$ cat src/rtl/issue_select.sv
`default_nettype none

`ifndef N
`define N 2
`endif
`ifndef RS_SZ
`define RS_SZ 8
`endif
`ifndef B_MASK_W
`define B_MASK_W 4
`endif

// ============================================================================
//  Package : issue_select_pkg
//  Brief   : Reservation-station packet layout shared by the issue selector
//            and its users.
//  Rev     : 1.0 - initial release
// ============================================================================
package issue_select_pkg;
  localparam int B_MASK_W  = `B_MASK_W;
  localparam int PAYLOAD_W = 8;

  typedef struct packed {
    logic [PAYLOAD_W-1:0] payload;        // opaque op contents / tag
    logic [B_MASK_W-1:0]  b_mask;         // unresolved branches this op depends on
    logic                 is_mult;        // needs the shared multiplier
    logic                 Source1_ready;
    logic                 Source2_ready;
  } RS_PACKET;
endpackage

// ============================================================================
//  Module  : issue_select
//  Brief   : Picks up to N ready reservation-station entries per cycle
//            (lowest index first), limits the single non-pipelined
//            multiplier to one op per MULT_LAT cycles, and registers the
//            chosen packets toward the functional units. Held packets keep
//            tracking branch resolution and are squashed on mispredict.
//  Ports   :
//    clock            in   clock for all state
//    reset            in   asynchronous active-high reset
//    rs_data          in   full station contents, RS_SZ packets
//    rs_valid_next    in   per-entry valid (already squash-filtered)
//    rs_data_issuing  out  combinational: entries granted this cycle
//    ex_stall         in   execute cannot accept; hold output registers
//    issue_packets    out  registered packets, slot k = k-th grant
//    issue_valid      out  registered valid per slot
//    b_mm_resolve     in   branch bit(s) resolving this cycle
//    b_mm_mispred     in   the resolving branch mispredicted
//  Rev     : 1.0 - initial release
// ============================================================================
module issue_select
  import issue_select_pkg::*;
#(
  parameter int N        = `N,
  parameter int RS_SZ    = `RS_SZ,
  parameter int MULT_LAT = 4
) (
  input  logic                   clock,
  input  logic                   reset,
  input  RS_PACKET [RS_SZ-1:0]   rs_data,
  input  logic     [RS_SZ-1:0]   rs_valid_next,
  output logic     [RS_SZ-1:0]   rs_data_issuing,
  input  logic                   ex_stall,
  output RS_PACKET [N-1:0]       issue_packets,
  output logic     [N-1:0]       issue_valid,
  input  logic     [B_MASK_W-1:0] b_mm_resolve,
  input  logic                   b_mm_mispred
);

  localparam int CW = $clog2(MULT_LAT + 1);
  localparam int SW = $clog2(N + 1);

  RS_PACKET [N-1:0]     r_pkts;
  logic     [N-1:0]     r_vld;
  logic     [CW-1:0]    r_mult_busy_cnt;

  logic     [RS_SZ-1:0] w_ready;
  logic     [RS_SZ-1:0] w_issuing;
  RS_PACKET [N-1:0]     w_slot_pkt;
  logic     [N-1:0]     w_slot_vld;
  logic     [SW-1:0]    w_cnt;
  logic                 w_mult_grant;
  logic                 w_mult_ok;
  RS_PACKET [N-1:0]     w_pkt_nxt;
  logic     [N-1:0]     w_vld_nxt;

  // An entry is ready when both operands are available and it does not
  // depend on the branch being resolved as mispredicted right now.
  always_comb begin
    w_ready = '0;
    for (int i = 0; i < RS_SZ; i++) begin
      w_ready[i] = rs_valid_next[i] & rs_data[i].Source1_ready &
                   rs_data[i].Source2_ready &
                   ~(b_mm_mispred & (|(b_mm_resolve & rs_data[i].b_mask)));
    end
  end

  // The counter is loaded with MULT_LAT on the grant edge and the
  // multiplier accepts again in the cycle where it reads 1 (its last busy
  // cycle), so consecutive mult grants are exactly MULT_LAT cycles apart.
  assign w_mult_ok = (r_mult_busy_cnt <= CW'(1));

  // Priority scan: lowest index first, packing grants into slots 0,1,...
  // A mult that cannot be taken is skipped without blocking later entries.
  always_comb begin
    w_issuing    = '0;
    w_slot_pkt   = '0;
    w_slot_vld   = '0;
    w_cnt        = '0;
    w_mult_grant = 1'b0;
    for (int i = 0; i < RS_SZ; i++) begin
      if (!ex_stall && !reset && w_ready[i] && (w_cnt < SW'(N))) begin
        if (!rs_data[i].is_mult || (w_mult_ok && !w_mult_grant)) begin
          w_issuing[i] = 1'b1;
          for (int k = 0; k < N; k++) begin
            if (w_cnt == SW'(k)) begin
              w_slot_pkt[k] = rs_data[i];
              w_slot_vld[k] = 1'b1;
            end
          end
          if (rs_data[i].is_mult) begin
            w_mult_grant = 1'b1;
          end
          w_cnt = w_cnt + SW'(1);
        end
      end
    end
  end

  // Next output-register contents. Held slots still drop resolved branch
  // bits and are killed on mispredict; fresh grants were already filtered
  // by w_ready, so only their masks need the resolve bits cleared.
  always_comb begin
    w_pkt_nxt = '0;
    w_vld_nxt = '0;
    for (int k = 0; k < N; k++) begin
      if (ex_stall) begin
        w_pkt_nxt[k]        = r_pkts[k];
        w_pkt_nxt[k].b_mask = r_pkts[k].b_mask & ~b_mm_resolve;
        w_vld_nxt[k]        = r_vld[k] &
                              ~(b_mm_mispred & (|(r_pkts[k].b_mask & b_mm_resolve)));
      end else begin
        w_pkt_nxt[k]        = w_slot_pkt[k];
        w_pkt_nxt[k].b_mask = w_slot_pkt[k].b_mask & ~b_mm_resolve;
        w_vld_nxt[k]        = w_slot_vld[k];
      end
    end
  end

  always_ff @(posedge clock or posedge reset) begin
    if (reset) begin
      r_pkts          <= '0;
      r_vld           <= '0;
      r_mult_busy_cnt <= '0;
    end else begin
      r_pkts <= w_pkt_nxt;
      r_vld  <= w_vld_nxt;
      // A squashed mult still occupies the multiplier, so the counter is
      // never cleared by branch recovery.
      if (w_mult_grant) begin
        r_mult_busy_cnt <= CW'(MULT_LAT);
      end else if (r_mult_busy_cnt != '0) begin
        r_mult_busy_cnt <= r_mult_busy_cnt - CW'(1);
      end
    end
  end

  assign rs_data_issuing = w_issuing;
  assign issue_packets   = r_pkts;
  assign issue_valid     = r_vld;

endmodule

`default_nettype wire

$ cat config.mk
export PLATFORM = sky130hd
export DESIGN_NAME = issue_select
export DESIGN_NICKNAME = d
export VERILOG_FILES = /design/src/rtl/issue_select.sv
export SDC_FILE = /design/constraint.sdc
export NUM_CORES = 1
export LEC_CHECK = 0
export ABC_AREA = 1
export ABC_CLOCK_PERIOD_IN_PS = 9200
export BUFFER_PORTS_ARGS = -buffer_cell sky130_fd_sc_hd__buf_2
export CORE_UTILIZATION = 56
export CTS_BUF_LIST = sky130_fd_sc_hd__clkbuf_4
export DETAILED_ROUTE_END_ITERATION = 8
export MAX_ROUTING_LAYER = met4
export PLACE_DENSITY = 0.94
export SLEW_MARGIN = 25
export SYNTH_ARGS = -nofsm -noshare
export SYNTH_HDL_FRONTEND = slang
export SYNTH_SLANG_ARGS = --single-unit
$ cat constraint.sdc
create_clock -name clock -period 9.2 [get_ports clock]
set_clock_uncertainty 0.1 [all_clocks]
set_input_delay 0.46 -clock clock [delete_from_list [all_inputs] [get_ports clock]]
set_output_delay 0.46 -clock clock [all_outputs]
set_load 0.02 [all_outputs]
==> summary.md, run 1 <==
| Metric | Value |
|---|---|
| CTS root buffer | clkbuf_4 |
| Outcome | finished, final reports clean |
| Crit end category | output port |
| Max Fclk | roughly 0.15 GHz |
| Pre-antenna DRT Iters | 5 |
| Actual slew at the worst max-slew pin | 0.767 ns |
| Clk slew on worst S/H paths | 0.13 ns |
| Grt ovf | 0 |
| Detailed placement HPWL | roughly 11,000 um |
| Area delta synth->final | 18.9% |
| Total of max-cap violations | 0 |
| Synthesized area | 4650 um2 |
| Crit Path Category | register to output port |
| Global-route wire length before repair | 23,100 um |
| FF+latch count, synth | 35 |
| Routed vias | 5,900 |
| Tmin final | 6.71 ns |
| Pwr dens | ~100 nW/um2 |
| Slew HR | 48.7% |
| Final #Nets | 1,094 |
| Power consumption | 0.559 mW |
| Num ports | 176 |
| Critical Path Max Stage Delay | 0.58 ns |
| Number of flops mapped to enable cells by yosys | 0 |
| CTS Hold Buffers Added | 0 |
| Placed instance area | between 5000 and 6000 um2 |
| Fin worst setup slack | 2.49 ns |
| CP bufs+invs | 8 |
| Initial antenna violation count | 0 |
| R2R Path Start | r_mult_busy_cnt[1] |
| Layout cells sized above 1 | 25.8% |
| R2R Path End | issue_packets[19] |
| Crit-path max FO | 14 |
| Initial Util | between 50% and 60% |
| Routed WL per cell | 13.6 um |
| Crit path top cell by count | ha_1 |
| Top-area cell type share of the netlist area | 22.0% |
| Max rail drop VDD | 0.000139 V |
| Post-synthesis cell count | 794 |
| Clk sink count | 35 |
| Site Rows | 32 |
| Total GRT Usage | 33.9% |
| P_leak | 3.48 nW |
| Die X | 93.1 um |
| Most numerous cell in the Yosys netlist | nand2_1 |
| GPL Wtd Cong | 1.00 |
| Fill count | 756 |
| RSZ-0062 raised after global routing | false |
| Top_reg_cell synth | dfrtp_1 |
| Finish-stage setup viols | 0 |
| Crit path DAT | 6.15 ns |
| DRT iter0 DRCs | roughly 380 |
| Final TNS setup | 0 ns |
| Post-cts resize count | 0 |
| Top post-synthesis cells by area | nand2_1 22%, dfrtp_1 19%, o21ai_0 12% |
| Worst-case clock buffer depth | 2 |
| Number of global-route vias before repair | 5,349 |
| Diodes inserted | 0 |
| Post-Place Worst Slack | between 2 and 3 ns |
| Hold_ws | 0.156 ns |
| ANT nets after route | 0 |
| Routed vias/inst | 5.65 |
| Syn Nets | 946 |
| Die height | 93.1 um |
| Multi-input logic area | 3250 um2 |
| Total wire length | around 14,000 um |
| R2R depth | 37 |
| Req. time, crit path | slightly below 9 ns |
| Core ar. | 7890 um2 |
| Critical Path Source Type | register |
| Worst reg-to-reg setup slack | slightly below 3 ns |
| Slowest CP cell | nor4_1 |
| CTS tree | done |
| Final Hold Fails | 0 |
| Latest clock arrival within the worst-skew pair | 0.34 ns |
| Register area | 876 um2 |
| Post-synth top cells | 272 x nand2_1, 108 x o21ai_0, 72 x inv_1 |
| Yosys cell types | 41 |
| Final worst-path cycle share | 72.9% |
| Number of I/O port buffers | 175 |
| HP Class | primary input to async pin |
| Synthesis warning total | 0 |
| Slew Viols, Final | 0 |
| Crit-path leading delay family | simple AND/OR/NAND/NOR gates |
| Async SR Flop Fraction | 100% |
| DR DRC count | 0 |
| Die area | 8670 um2 |
| Inserted Clock Buffers | 5 |
| Register area share after synthesis | 18.8% |
| Post-CTS Setup Inserts | 0 |
| H-tree Lvls | 2 |
| Dominant cell type by area after synthesis | nand2_1 |
| Per-instance average area after synthesis | between 5 and 6 um2 |
| Final instance area | 5530 um2 |
| Largest net degree at the start of global routing | 36 |
[layer usage]
| layer | vias to the layer above | wire [um] | global-route usage [%] |
|---|---|---|---|
| met5 | - | 0 | - |
| met3 | 55 | 1240 | 4.88 |
| met4 | 0 | 544 | 13.7 |
| met1 | 2620 | 5720 | 41.0 |
| met2 | 315 | 6680 | 56.9 |
| li1 | 2910 | - | - |
[cell usage in the layout (no fill, tap or decap), drive strengths merged, types with 2 or more instances in the layout]
master,instances
dfrtp,35
nand4,13
clkbuf,5
o22ai,8
o31ai,2
nand2,298
ha,16
nor3,3
o211ai,9
nand3,65
inv,82
clkinv,2
nor4,2
buf,176
a21oi,10
o21ai,151
nor2,54
a22o,2
xor2,2
[where the power goes]
part | switching (mW) | total, mW | internal (mW)
Sequential | 0.0129 | 0.187 | 0.174
Clock | 0.0591 | 0.116 | 0.0572
Combinational | 0.166 | 0.256 | 0.0894
[worst min-delay path: stages]
cell	delay [ns]
buf_2	0.14
inv_1	0.06
buf_4	0.39
[metrics by stage]
step,cells,util [%]
floorplan,794,-
global placement,1037,69.1
detailed placement,1037,69.1
CTS,1045,70.1
global route,1045,70.1
finish,1045,70.1
[cells by family after synthesis]
kind of cell,after synthesis,share of synthesized area [%]
buffers and inverters,117,11.2
xor gates and xnor gates,3,0.727
DFF,35,18.8
adders and majority gates,16,4.30
AOI/OAI and AO/OA,186,22.1
and+or+nand+nor,437,42.8
[sequential cells by signal, indices dropped and copies added, names as in the netlist]
| name | count |
|---|---|
| issue_valid | 2 |
| r_mult_busy_cnt | 3 |
| issue_packets | 30 |
[how the worst max path moves through the flow]
stage | startpoint | to | slack, ns | cells past startpoint
finish | r_mult_busy_cnt[1] | rs_data_issuing[7] | 2.49 | 33
global route | r_mult_busy_cnt[1] | rs_data_issuing[7] | 1.99 | 33
CTS | r_mult_busy_cnt[1] | rs_data_issuing[7] | 2.57 | 33
detailed placement | ex_stall | rs_data_issuing[7] | 2.79 | 34
global placement | ex_stall | rs_data_issuing[7] | 2.99 | 34
floorplan | ex_stall | rs_data_issuing[7] | 3.26 | 33
[area by class of cell]
type | instances | share of cell area [%]
tap | 102 | 2.31
timing repair buffer | 176 | 16.0
sequential | 35 | 15.8
multi-input combinational | 642 | 58.8
clock buffer | 5 | 0.679
clock inverter | 3 | 0.792
inverter | 82 | 5.61
No activity file was read; power rests on OpenSTA's default activity.
==> run 2, diff against run 1 <==
- ABC_CLOCK_PERIOD_IN_PS: 9200 -> 7000
- CORE_UTILIZATION: 56 -> 52
- PLACE_DENSITY: 0.94 -> 0.88
- clock period: 9.2 -> 7 ns (I/O delays scaled with it)
==> run 2 against run 1 <==
  * Non-clock buffer count rose by 1
  * Register-to-register slack got worse by 2.1 ns
  * Final cell count rose by 0.67%
  * First-iteration DRC count fell by 17%
  * Sequential cell count did not move
  * Total power rose by 32%
  * Wire length rose by 1.2%
  * Worst hold slack got worse by 0.13 ns
  * Combinational power rose by 34%
  * Sequential share of layout area barely moved
  * Largest cell class unchanged
  * Largest power group unchanged
==> summary.md, run 2 (synthesis results as in run 1) <==
| Metric | Value |
|---|---|
| Initial antenna violation count | 0 (unchanged) |
| Detailed placement HPWL | 11,500 um (+0.54%) |
| Critical Path Source Type | register |
| Register area | 876 um2 (unchanged) |
| GR peak layer | met2 |
| ANT nets after route | 0 (unchanged) |
| Number of global-route vias before repair | 5,293 (-1.0%) |
| Tmin final | 6.54 ns |
| Critical Path Max Stage Delay | 0.56 ns (-0.02 ns) |
| Crit path DAT | 6.09 ns (-0.06 ns) |
| Pre-antenna DRT Iters | 5 (unchanged) |
| Max reg flops | 30 (unchanged) |
| Routed WL per cell | 13.7 um (+0.57%) |
| Final Hold Fails | 0 (unchanged) |
| Actual slew at the worst max-slew pin | 0.718 ns (-0.0487 ns) |
| Die area | 9330 um2 (+7.5%) |
| Post-route insts no fill | 1,052 (+0.67%) |
| Routed vias | 5,879 (-0.36%) |
| Diodes inserted | 0 (unchanged) |
| Die height | 96.6 um (+3.7%) |
| GPL Wtd Cong | 1.02 (+1.9%) |
| Multi-input logic area | 3250 um2 (unchanged) |
| Number of I/O port buffers | 175 (unchanged) |
| CTS root buffer | clkbuf_4 |
| DRT iter0 DRCs | 318 (-17%) |
| Final TNS setup | 0 ns (unchanged) |
| Crit end category | output port |
| Slew HR | 52.0% (+3.3 points) |
| Largest net degree at the start of global routing | 36 (unchanged) |
| Num ports | 176 (unchanged) |
| DR DRC count | 0 (unchanged) |
| Grt ovf | 0 (unchanged) |
| Area delta synth->final | 19.3% |
| Die X | 96.6 um (+3.7%) |
| Fill count | 896 (+19%) |
| CTS tree | done |
| Req. time, crit path | 6.55 ns (-2.09 ns) |
| Outcome | finished, final reports clean |
| Latest clock arrival within the worst-skew pair | 0.35 ns (about the same) |
| GR Util met3 | 2.58% (-2.3 points) |
| Max rail drop VDD | 0.0000713 V (-49%) |
| Final worst-path cycle share | between 90% and 100% |
| Clk slew on worst S/H paths | 0.12 ns (about the same) |
| Post-CTS Setup Inserts | 0 (unchanged) |
| Post-Place Cells | 1,044 (+0.68%) |
| Met2 GRT Util | 54.5% (-2.5 points) |
| Routed vias/inst | 5.59 (-1.0%) |
| HP Class | primary input to async pin |
| Total of max-cap violations | 0 (unchanged) |
| RSZ-0062 raised after global routing | false |
| Most frequent cells in the layout | 272 x nand2_1, 175 x buf_2, 108 x o21ai_0, 72 x inv_1, 55 x nand3_1 |
| Slowest CP cell | nor4_1 |
| Met1 usage | 37.5% (-3.5 points) |
| Max Fclk | 0.153 GHz |
| Core Util, Final | 63.9% (-6.2 points) |
| Total wire length | 14,400 um (+1.2%) |
| Most common cell after layout, fill and taps aside | nand2_1 |
| Power consumption | 0.740 mW (+32%) |
| Worst-case clock buffer depth | 2 (unchanged) |
| Final #Nets | 1,095 (+0.091%) |
| Layout cells sized above 1 | 25.8% (+0.079 points) |
| Inserted Clock Buffers | 5 (unchanged) |
| Pwr dens | 133 nW/um2 (+32%) |
| Core ar. | 8680 um2 (+10%) |
| Finish-stage setup viols | 0 (unchanged) |
| Clk sink count | 35 (unchanged) |
| Crit-path max FO | 10 (-4) |
| Crit Path Category | register to output port |
| Initial Util | 53.6% (-5.4 points) |
| Crit-path leading delay family | simple AND/OR/NAND/NOR gates |
| Post-cts resize count | 0 (unchanged) |
| Total GRT Usage | 31.5% (-2.4 points) |
| CP bufs+invs | 8 (unchanged) |
| Site Rows | 34 (+6.3%) |
| Global-route wire length before repair | 22,500 um (-2.8%) |
| CTS Hold Buffers Added | 0 (unchanged) |
| H-tree Lvls | 2 (unchanged) |
| P_leak | 3.48 nW (+0.14%) |
| Crit path top cell by count | ha_1 |
| Hold_ws | 0.0227 ns (-0.133 ns) |
| Slew Viols, Final | 0 (unchanged) |
run 2: changes by cell type in the layout (fill, tap and decap cells not counted):
cell / change
buf_4: +1
run 2: worst register-to-register path: cells and delay by family, from the launching register on:
kind	cells	cell delay (ns)
AND/OR/NAND/NOR	19	2.57
buffers and inverters	9	0.63
AO/OA/AOI/OAI	3	0.62
adder cells (fa/ha/maj)	7	1.80
flip-flops	1	0.41
run 2: worst paths after layout:
check                                        start            endpoint  slack, ns  cells past startpoint
worst min-delay path                         reset    issue_packets[6]       0.02                      3
worst max-delay path            r_mult_busy_cnt[1]  rs_data_issuing[7]       0.46                     34
min in group clock                    rs_data[115]   issue_packets[25]       0.13                      3
worst max register to register  r_mult_busy_cnt[1]   issue_packets[19]       0.81                     38
worst min register to register   issue_packets[14]   issue_packets[14]       0.39                      2
max in group asynchronous                    reset   issue_packets[19]       6.43                      3
run 2: cell type report:
cell class	instances	area share, %
clock buffer	5	0.677
clock inverter	3	0.790
sequential	35	15.8
multi-input combinational	642	58.7
tap	108	2.44
timing repair buffer	177	16.1
inverter	82	5.59
run 2: power breakdown:
part,switching [mW],internal [mW],total (mW)
Clock,0.0758,0.0751,0.151
Combinational,0.223,0.119,0.342
Sequential,0.0189,0.228,0.247
run 2: through the flow:
step	setup WS [ns]	instance area, um2
CTS	0.520	5550
global route	0.0293	5550
detailed placement	0.893	5470
finish	0.464	5550
floorplan	1.14	4650
global placement	1.03	5470
run 2: routing by layer:
layer / up-vias / share of wire, %
li1: 2902 / -
met3: 46 / 7.7
met4: 0 / 3.8
met1: 2653 / 42
met2: 278 / 47
met5: - / 0
